==> src/rtl/ram_arb_pkg.sv <==
// ram_arb_pkg: shared state/owner enums and the clear fill value for the RAM port arbiter
package ram_arb_pkg;
  typedef enum logic {CLEAR, RUN} arb_state_t;
  typedef enum logic [1:0] {NONE, CPU, DBG} owner_t;
  localparam logic CLEAR_DATA = 1'b0;
endpackage

==> src/rtl/ram_clear_sweeper.sv <==
// ram_clear_sweeper: walks every RAM address once while en (clk/rst in; address, wren, last, done out)
module ram_clear_sweeper #(
  parameter int ADDR_WIDTH = 10
) (
  input  logic                  clk,
  input  logic                  rst,
  input  logic                  en,
  output logic [ADDR_WIDTH-1:0] address,
  output logic                  wren,
  output logic                  last,
  output logic                  done
);
  logic [ADDR_WIDTH:0] clr_cnt;
  assign address = clr_cnt[ADDR_WIDTH-1:0];
  assign done    = clr_cnt[ADDR_WIDTH];
  assign wren    = en && !done;
  assign last    = wren && (&clr_cnt[ADDR_WIDTH-1:0]);
  always_ff @(posedge clk or posedge rst)
    if (rst) clr_cnt <= '0;
    else if (wren) clr_cnt <= clr_cnt + {{ADDR_WIDTH{1'b0}}, 1'b1};
endmodule

==> src/rtl/ram_port_arbiter.sv <==
// ram_port_arbiter: clears the RAM after reset, then shares port A between cpu_* and dbg_* requesters (ram_* to RAM, init_done when cleared)
module ram_port_arbiter
  import ram_arb_pkg::*;
#(
  parameter int DATA_WIDTH     = 16,
  parameter int ADDR_WIDTH     = 10,
  parameter int CLEAR_ON_RESET = 1,
  parameter int MAX_DBG_WAIT   = 4
) (
  input  logic                  Clk,
  input  logic                  Reset,
  input  logic                  cpu_req,
  input  logic                  cpu_we,
  input  logic [ADDR_WIDTH-1:0] cpu_addr,
  input  logic [DATA_WIDTH-1:0] cpu_wdata,
  output logic                  cpu_gnt,
  output logic                  cpu_rvalid,
  output logic [DATA_WIDTH-1:0] cpu_rdata,
  input  logic                  dbg_req,
  input  logic                  dbg_we,
  input  logic [ADDR_WIDTH-1:0] dbg_addr,
  input  logic [DATA_WIDTH-1:0] dbg_wdata,
  output logic                  dbg_gnt,
  output logic                  dbg_rvalid,
  output logic [DATA_WIDTH-1:0] dbg_rdata,
  output logic [ADDR_WIDTH-1:0] ram_address,
  output logic [DATA_WIDTH-1:0] ram_data,
  output logic                  ram_wren,
  input  logic [DATA_WIDTH-1:0] ram_q,
  output logic                  init_done
);
  localparam int WW = $clog2(MAX_DBG_WAIT + 1);
  arb_state_t state, state_nxt;
  owner_t rd_owner, owner_nxt;
  logic [WW-1:0] dbg_wait;
  logic [ADDR_WIDTH-1:0] addr_q, clr_addr;
  logic [DATA_WIDTH-1:0] data_q;
  logic clr_wren, clr_last, clr_done, run, starve;
  ram_clear_sweeper #(.ADDR_WIDTH(ADDR_WIDTH)) u_sweep (
    .clk(Clk),
    .rst(Reset),
    .en(state == CLEAR),
    .address(clr_addr),
    .wren(clr_wren),
    .last(clr_last),
    .done(clr_done)
  );
  // Reset gates the combinational outputs so they drop the moment it asserts.
  always_comb begin
    run         = state == RUN && !Reset;
    starve      = dbg_wait >= WW'(MAX_DBG_WAIT);
    cpu_gnt     = run && cpu_req && !(dbg_req && starve);
    dbg_gnt     = run && dbg_req && !cpu_gnt;
    ram_wren    = Reset ? 1'b0 : state == CLEAR ? clr_wren : (cpu_gnt && cpu_we) || (dbg_gnt && dbg_we);
    ram_address = Reset ? '0 : state == CLEAR ? clr_addr : cpu_gnt ? cpu_addr : dbg_gnt ? dbg_addr : addr_q;
    ram_data    = Reset ? '0 : state == CLEAR ? {DATA_WIDTH{CLEAR_DATA}} : cpu_gnt ? cpu_wdata : dbg_gnt ? dbg_wdata : data_q;
    state_nxt   = state == CLEAR && clr_last ? RUN : state;
    owner_nxt   = cpu_gnt && !cpu_we ? CPU : dbg_gnt && !dbg_we ? DBG : NONE;
    cpu_rvalid  = rd_owner == CPU;
    dbg_rvalid  = rd_owner == DBG;
    cpu_rdata   = cpu_rvalid ? ram_q : '0;
    dbg_rdata   = dbg_rvalid ? ram_q : '0;
    init_done   = clr_done || CLEAR_ON_RESET == 0;
  end
  always_ff @(posedge Clk or posedge Reset)
    if (Reset) begin
      state    <= CLEAR_ON_RESET != 0 ? CLEAR : RUN;
      rd_owner <= NONE;
      dbg_wait <= '0;
      addr_q   <= '0;
      data_q   <= '0;
    end else begin
      state    <= state_nxt;
      rd_owner <= owner_nxt;
      dbg_wait <= !dbg_req || dbg_gnt ? '0 : starve ? dbg_wait : dbg_wait + WW'(1);
      addr_q   <= ram_address;
      data_q   <= ram_data;
    end
endmodule

==> config.mk <==
export PLATFORM = sky130hd
export DESIGN_NAME = ram_port_arbiter
export DESIGN_NICKNAME = d
export VERILOG_FILES = /design/src/rtl/ram_arb_pkg.sv /design/src/rtl/ram_clear_sweeper.sv /design/src/rtl/ram_port_arbiter.sv
export SDC_FILE = /design/constraint.sdc
export NUM_CORES = 1
export LEC_CHECK = 0
export ABC_AREA = 1
export BUFFER_PORTS_ARGS = -buffer_cell sky130_fd_sc_hd__buf_2
export CORE_MARGIN = 5
export CORE_UTILIZATION = 40
export CTS_CLUSTER_SIZE = 10
export DETAILED_ROUTE_END_ITERATION = 8
export PLACE_DENSITY = 0.73
export SETUP_SLACK_MARGIN = 0.4
export SLEW_MARGIN = 30
export SYNTH_ARGS = -nofsm -noshare
export SYNTH_HDL_FRONTEND = slang
export SYNTH_HIERARCHICAL = 1
export SYNTH_SLANG_ARGS = --single-unit
==> constraint.sdc <==
create_clock -name Clk -period 7.25 [get_ports Clk]
set_clock_uncertainty 0.2 [all_clocks]
set_input_delay 1.0875 -clock Clk [delete_from_list [all_inputs] [get_ports Clk]]
set_output_delay 1.0875 -clock Clk [all_outputs]
set_load 0.03 [all_outputs]
==> results of run 1 <==
[cell usage after synthesis (all sizes together)]
| library cell | n |
|---|---|
| nand2 | 60 |
| inv | 59 |
| a21oi | 52 |
| nor2 | 46 |
| dfrtp | 43 |
| o21ai | 29 |
| nand3 | 27 |
| buf | 9 |
| clkbuf | 7 |
| ha | 3 |
| nand4 | 3 |
| xnor2 | 3 |
| xor2 | 3 |
| clkinv | 1 |
| or2 | 1 |
[layout make-up]
| type | count | area (um2) |
|---|---|---|
| Fill cell | 611 | 2940 |
| Multi-Input combinational cell | 227 | 1140 |
| Sequential cell | 43 | 1080 |
| Timing Repair Buffer | 139 | 701 |
| Inverter | 60 | 226 |
| Tap cell | 77 | 96.3 |
| Clock buffer | 6 | 72.6 |
| Clock inverter | 1 | 30.0 |
[per-layer routing]
layer  vias to the layer above  part of all wire, %
met5                         -                    0
met4                         0                 0.40
met1                      1269                   39
met3                         4                  7.4
met2                       109                   53
li1                       1342                    -
[cells in the final DEF (no fill, tap or decap)]
cell type / instances
a21oi_1: 52
buf_2: 137
buf_4: 2
bufinv_16: 1
clkbuf_1: 1
clkbuf_8: 5
clkinv_2: 1
dfrtp_1: 43
ha_1: 3
inv_1: 56
inv_2: 3
nand2_1: 54
nand2_2: 5
nand2_4: 1
nand3_1: 25
nand3_2: 1
nand3_4: 1
nand4_1: 3
nor2_1: 38
nor2_2: 4
nor2_4: 3
nor2_8: 1
o21ai_0: 28
o21ai_1: 1
or2_2: 1
xnor2_1: 3
xor2_1: 3
[cells by family (layout without fill, tap and decap cells)]
logic type | Yosys count | after routing | share of synthesized area [%]
AO/OA/AOI/OAI | 81 | 81 | 15.9
XOR/XNOR | 6 | 6 | 2.07
adder cells (fa/ha/maj) | 3 | 3 | 1.48
buffers and inverters | 76 | 206 | 13.0
flip-flops | 43 | 43 | 42.3
AND/OR/NAND/NOR | 137 | 137 | 25.2
[worst max path at each step]
stage / depth (start not counted) / startpoint / end
after floorplan: 4 / Reset / ram_address[1]
after global placement: 9 / dbg_req / ram_address[6]
after detailed placement: 8 / Reset / ram_data[10]
after CTS: 7 / state / ram_data[11]
after global routing: 7 / state / ram_data[1]
final: 7 / state / ram_data[11]
[power by group]
| group | leakage (uW) | internal [uW] | switching (uW) |
|---|---|---|---|
| combinational | 0.00132 | 19.6 | 26.7 |
| clock | 0.0000513 | 101 | 77.6 |
| sequential | 0.000580 | 243 | 1.90 |
[registers in the layout, indices dropped and copies added (netlist names)]
| name | flops |
|---|---|
| data_q | 16 |
| u_sweep/clr_cnt | 11 |
| addr_q | 10 |
| dbg_wait | 3 |
| rd_owner | 2 |
| state | 1 |
[through the flow]
step	power [uW]	area [um2]	instances	hold WS, ns	util [%]
final	470	3340	553	0.320	53.2
after global routing	490	3340	553	0.344	53.2
after global placement	295	3240	546	0.306	51.6
after detailed placement	297	3240	546	0.307	51.6
after CTS	477	3340	553	0.322	53.2
after floorplan	270	2540	346	0.276	-
==> flow_metrics.env, run 1 <==
export IMPL_vdd_ir_drop_worst_mv=0.0779
export IMPL_setup_ws_ns=3.15
export IMPL_worstPathRequired_ns=5.96
export IMPL_fin_tns_setup_ns=0
export IMPL_grt_max_degree=44
export IMPL_reg2reg_slack_ns=4.68
export IMPL_cts_sinks=43
export IMPL_wl_um=7830
export IMPL_grt_use_met1_pct=21.3
export IMPL_place_congestion=0.786
export IMPL_clkTransAtPathRegs_ns=0.08
export IMPL_yosysUniqueCellTypes=27
export IMPL_crit_slowest_cell="dfrtp_1"
export IMPL_critPathArrivalTime_ns=2.81
export IMPL_design_die_area_mm2=0.00805
export IMPL_fp_dieH_um=89.7
export IMPL_hold_start="u_sweep/clr_cnt[6]"
export IMPL_dieWidth_um=89.7
export IMPL_clk_latency_ns=0.29
export IMPL_ctsResizeCount=0
export IMPL_synth_top_area_share_pct=42.3
export IMPL_pin_count=138
export IMPL_post_drt_wl_per_cell_um=14.2
export IMPL_cts_buffer_depth=2
export IMPL_seq_area_frac_synth_pct=42.3
export IMPL_crit_reg2reg_capture="data_q[11]"
export IMPL_p_per_area_mw_per_mm2=141
export IMPL_vias=2724
export IMPL_n_antenna_cell=0
export IMPL_outcome="finished, final reports clean"
export IMPL_relSlewSlack_pct=61.2
export IMPL_cap_violations=0
export IMPL_synth_area_mm2=0.00254
export IMPL_drtIter0Drc=76
export IMPL_worst_pin_slew_ns=0.581
export IMPL_core_region_area_mm2=0.00628
export IMPL_nets=553
export IMPL_yosys_top_cells_area="dfrtp_1 (42%), a21oi_1 (10%), inv_1 (8.3%)"
export IMPL_drc=0
export IMPL_grt_use_met3_pct=4.26
export IMPL_start_util_pct=40.5
export IMPL_cp_top_family="buffers and inverters"
export IMPL_ant_nets=0
export IMPL_ctsHoldBuffers=0
export IMPL_routed_via_density=4.93
export IMPL_gr_usage_met2_pct=36.4
export IMPL_post_place_ws_ns=3.15
export IMPL_area_growth_pct=31.4
export IMPL_holdPathStages=1
export IMPL_max_freq_ghz=0.244
export IMPL_ys_ff_latch=43
export IMPL_cts_tree="yes"
export IMPL_setup_violations=0
export IMPL_grt_most_used_layer="met2"
export IMPL_cp_cell_sequence="inv_1, nor2_4, nand3_4, clkinv_2, nand2_1, a21oi_1, buf_2"
export IMPL_cp_end_kind="output port"
export IMPL_worstSetupPathType="flop to output port"
export IMPL_start_kind="flop"
export IMPL_hpwl_um=5980
export IMPL_rows=29
export IMPL_reg2reg_from="state"
export IMPL_rsz0062_at_grt="no"
export IMPL_htreeDepth=2
export IMPL_path_buf_inv=3
export IMPL_syn_inst=346
export IMPL_cts_buffers=5
export IMPL_max_stage_delay_ns=0.60
export IMPL_hold_violations=0
export IMPL_timing_final_crit_share_pct=56.5
export IMPL_syn_nets=423
export IMPL_yosysWarnings=6
export IMPL_grt_pass1_wl_um=12900
export IMPL_first_global_vias=2705
export IMPL_min_period_ns=4.10
export IMPL_hp_class="flop to flop"
export IMPL_path_max_fanout=17
export IMPL_leakage_uw=0.00195
export IMPL_r2r_cells=6
export IMPL_cts_setup_buffers=0
export IMPL_numPortBuffers=137
export IMPL_overflow=0
export IMPL_hold_end="u_sweep/clr_cnt[6]"
export IMPL_syn_avg_cell_area_um2=7.35
export IMPL_yosysTopAreaCell="dfrtp_1"
export IMPL_first_pass_iters=4
export IMPL_drive_above_1_share_pct=34.9
export IMPL_grt_usage_pct=19.0
export IMPL_clock_root_buffer="clkbuf_8"
export IMPL_antenna_found_initial=0
export IMPL_drv_slew=0
No activity file was read; power rests on OpenSTA's default activity.
==> run 2: changes to the inputs <==
Clock period 7.25 ns to 4.25 ns, I/O delays scaled along.
==> run 2 against run 1 <==
Against the previous run: first-iteration DRC count grew 68%; clock power rose by 46%; design area barely moved; critical path depth up 1; via count grew 0.40%; critical endpoint is now ram_data[1].
==> flow_metrics.env, run 2 (synthesized netlist as in run 1, its figures left out) <==
export IMPL_cp_cell_sequence="buf_4, inv_1, nor2_4, nand3_4, clkinv_2, nand2_1, a21oi_1, buf_2"
export IMPL_hp_class="primary input to async pin"
export IMPL_final_common_cell="buf_2"
export IMPL_fin_cells=556
export IMPL_worstPathRequired_ns=3.41
export IMPL_place_congestion=0.813
export IMPL_nets=555
export IMPL_p_per_area_mw_per_mm2=227
export IMPL_drc=0
export IMPL_worst_pin_slew_ns=0.604
export IMPL_fin_tns_setup_ns=0
export IMPL_drive_above_1_share_pct=35.3
export IMPL_routed_via_density=4.92
export IMPL_dp_cells=548
export IMPL_hold_violations=0
export IMPL_rsz0062_at_grt="no"
export IMPL_relSlewSlack_pct=59.7
export IMPL_post_place_ws_ns=1.07
export IMPL_n_antenna_cell=0
export IMPL_drv_slew=0
export IMPL_ctsHoldBuffers=0
export IMPL_critPathArrivalTime_ns=2.60
export IMPL_cts_buffers=5
export IMPL_grt_max_degree=44
export IMPL_max_freq_ghz=0.291
export IMPL_outcome="finished, final reports clean"
export IMPL_start_util_pct=40.5
export IMPL_clk_latency_ns=0.29
export IMPL_dieWidth_um=89.7
export IMPL_min_period_ns=3.44
export IMPL_final_cell_mix="buf_2 (137), inv_1 (56), nand2_1 (54)"
export IMPL_crit_slowest_cell="nor2_4"
export IMPL_clock_root_buffer="clkbuf_8"
export IMPL_core_region_area_mm2=0.00628
export IMPL_cts_setup_buffers=0
export IMPL_setup_violations=0
export IMPL_antenna_found_initial=0
export IMPL_start_kind="flop"
export IMPL_leakage_uw=0.00195
export IMPL_cts_tree="yes"
export IMPL_rows=29
export IMPL_clkTransAtPathRegs_ns=0.09
export IMPL_regMostFlops="data_q"
export IMPL_cap_violations=0
export IMPL_fp_dieH_um=89.7
export IMPL_pin_count=138
export IMPL_area_growth_pct=31.3
export IMPL_path_max_fanout=17
export IMPL_post_drt_wl_per_cell_um=14.6
export IMPL_overflow=0
export IMPL_grt_usage_pct=19.5
export IMPL_ant_nets=0
export IMPL_vias=2735
export IMPL_vdd_ir_drop_worst_mv=0.158
export IMPL_timing_final_crit_share_pct=81.0
export IMPL_cts_buffer_depth=2
export IMPL_hpwl_um=6100
export IMPL_wl_um=8090
export IMPL_top_regs="data_q: 16 flops, u_sweep/clr_cnt: 11 flops, addr_q: 10 flops"
export IMPL_setup_ws_ns=0.809
export IMPL_worstSetupPathType="flop to output port"
export IMPL_design_die_area_mm2=0.00805
export IMPL_first_global_vias=2711
export IMPL_first_pass_iters=4
export IMPL_largest_reg_flops=16
export IMPL_drtIter0Drc=128
export IMPL_ctsResizeCount=0
export IMPL_cp_end_kind="output port"
export IMPL_max_stage_delay_ns=0.42
export IMPL_cts_sinks=43
export IMPL_htreeDepth=2
export IMPL_numPortBuffers=137
export IMPL_grt_pass1_wl_um=13300
-- run 2: cell count changes in the layout (fill, tap and decap cells not counted) --
| cell | change |
|---|---|
| buf_4 | +2 |
| bufinv_16 | -1 |
| clkinv_2 | +1 |
| clkinvlp_4 | +1 |
-- run 2: layer usage --
| layer | share of wire, % | GRT usage (%) | wire length, um |
|---|---|---|---|
| met5 | 0 | 0 | 0 |
| met4 | 1.4 | 5.16 | 111 |
| met3 | 7.2 | 5.18 | 579 |
| met2 | 52 | 36.6 | 4220 |
| met1 | 39 | 21.5 | 3180 |
-- run 2: per-stage QoR --
step	utilization [%]	hold slack, ns	instance area [um2]	power [uW]
floorplan	-	0.276	2540	460
global placement	51.8	0.302	3250	504
detailed placement	51.8	0.310	3250	506
CTS	53.2	0.191	3340	772
global route	53.2	0.208	3340	795
finish	53.2	0.185	3340	759
-- run 2: final timing paths --
path                                          from                  to  slack, ns  depth (start not counted)
worst max-delay path                         state         ram_data[1]       0.81                          8
worst min-delay path                         Reset  u_sweep/clr_cnt[8]       0.19                          2
worst max register to register               state           data_q[1]       1.88                          7
worst min register to register  u_sweep/clr_cnt[4]  u_sweep/clr_cnt[4]       0.31                          1
max in group asynchronous                    Reset           data_q[1]       3.16                          3
min in group Clk                            cpu_we         rd_owner[0]       0.31                          2
-- run 2: layout make-up --
type | instances | area (um2)
clock buffers | 6 | 72.6
clock inverters | 2 | 12.5
fillers | 632 | 2940
inverters | 60 | 226
multi-input cells | 227 | 1140
flip-flops and latches | 43 | 1080
well taps | 77 | 96.3
repair buffers | 141 | 716
-- run 2: power by group --
part / switching [uW] / internal (uW)
Clock: 147 / 115
Combinational: 46.0 / 33.6
Sequential: 3.21 / 414
-- run 2: critical path, delay by kind of cell (launching register included) --
| family | cells | cell delay [ns] |
|---|---|---|
| buffers and inverters | 4 | 0.94 |
| AOI/OAI and AO/OA | 1 | 0.20 |
| DFF | 1 | 0.33 |
| and+or+nand+nor | 3 | 0.82 |
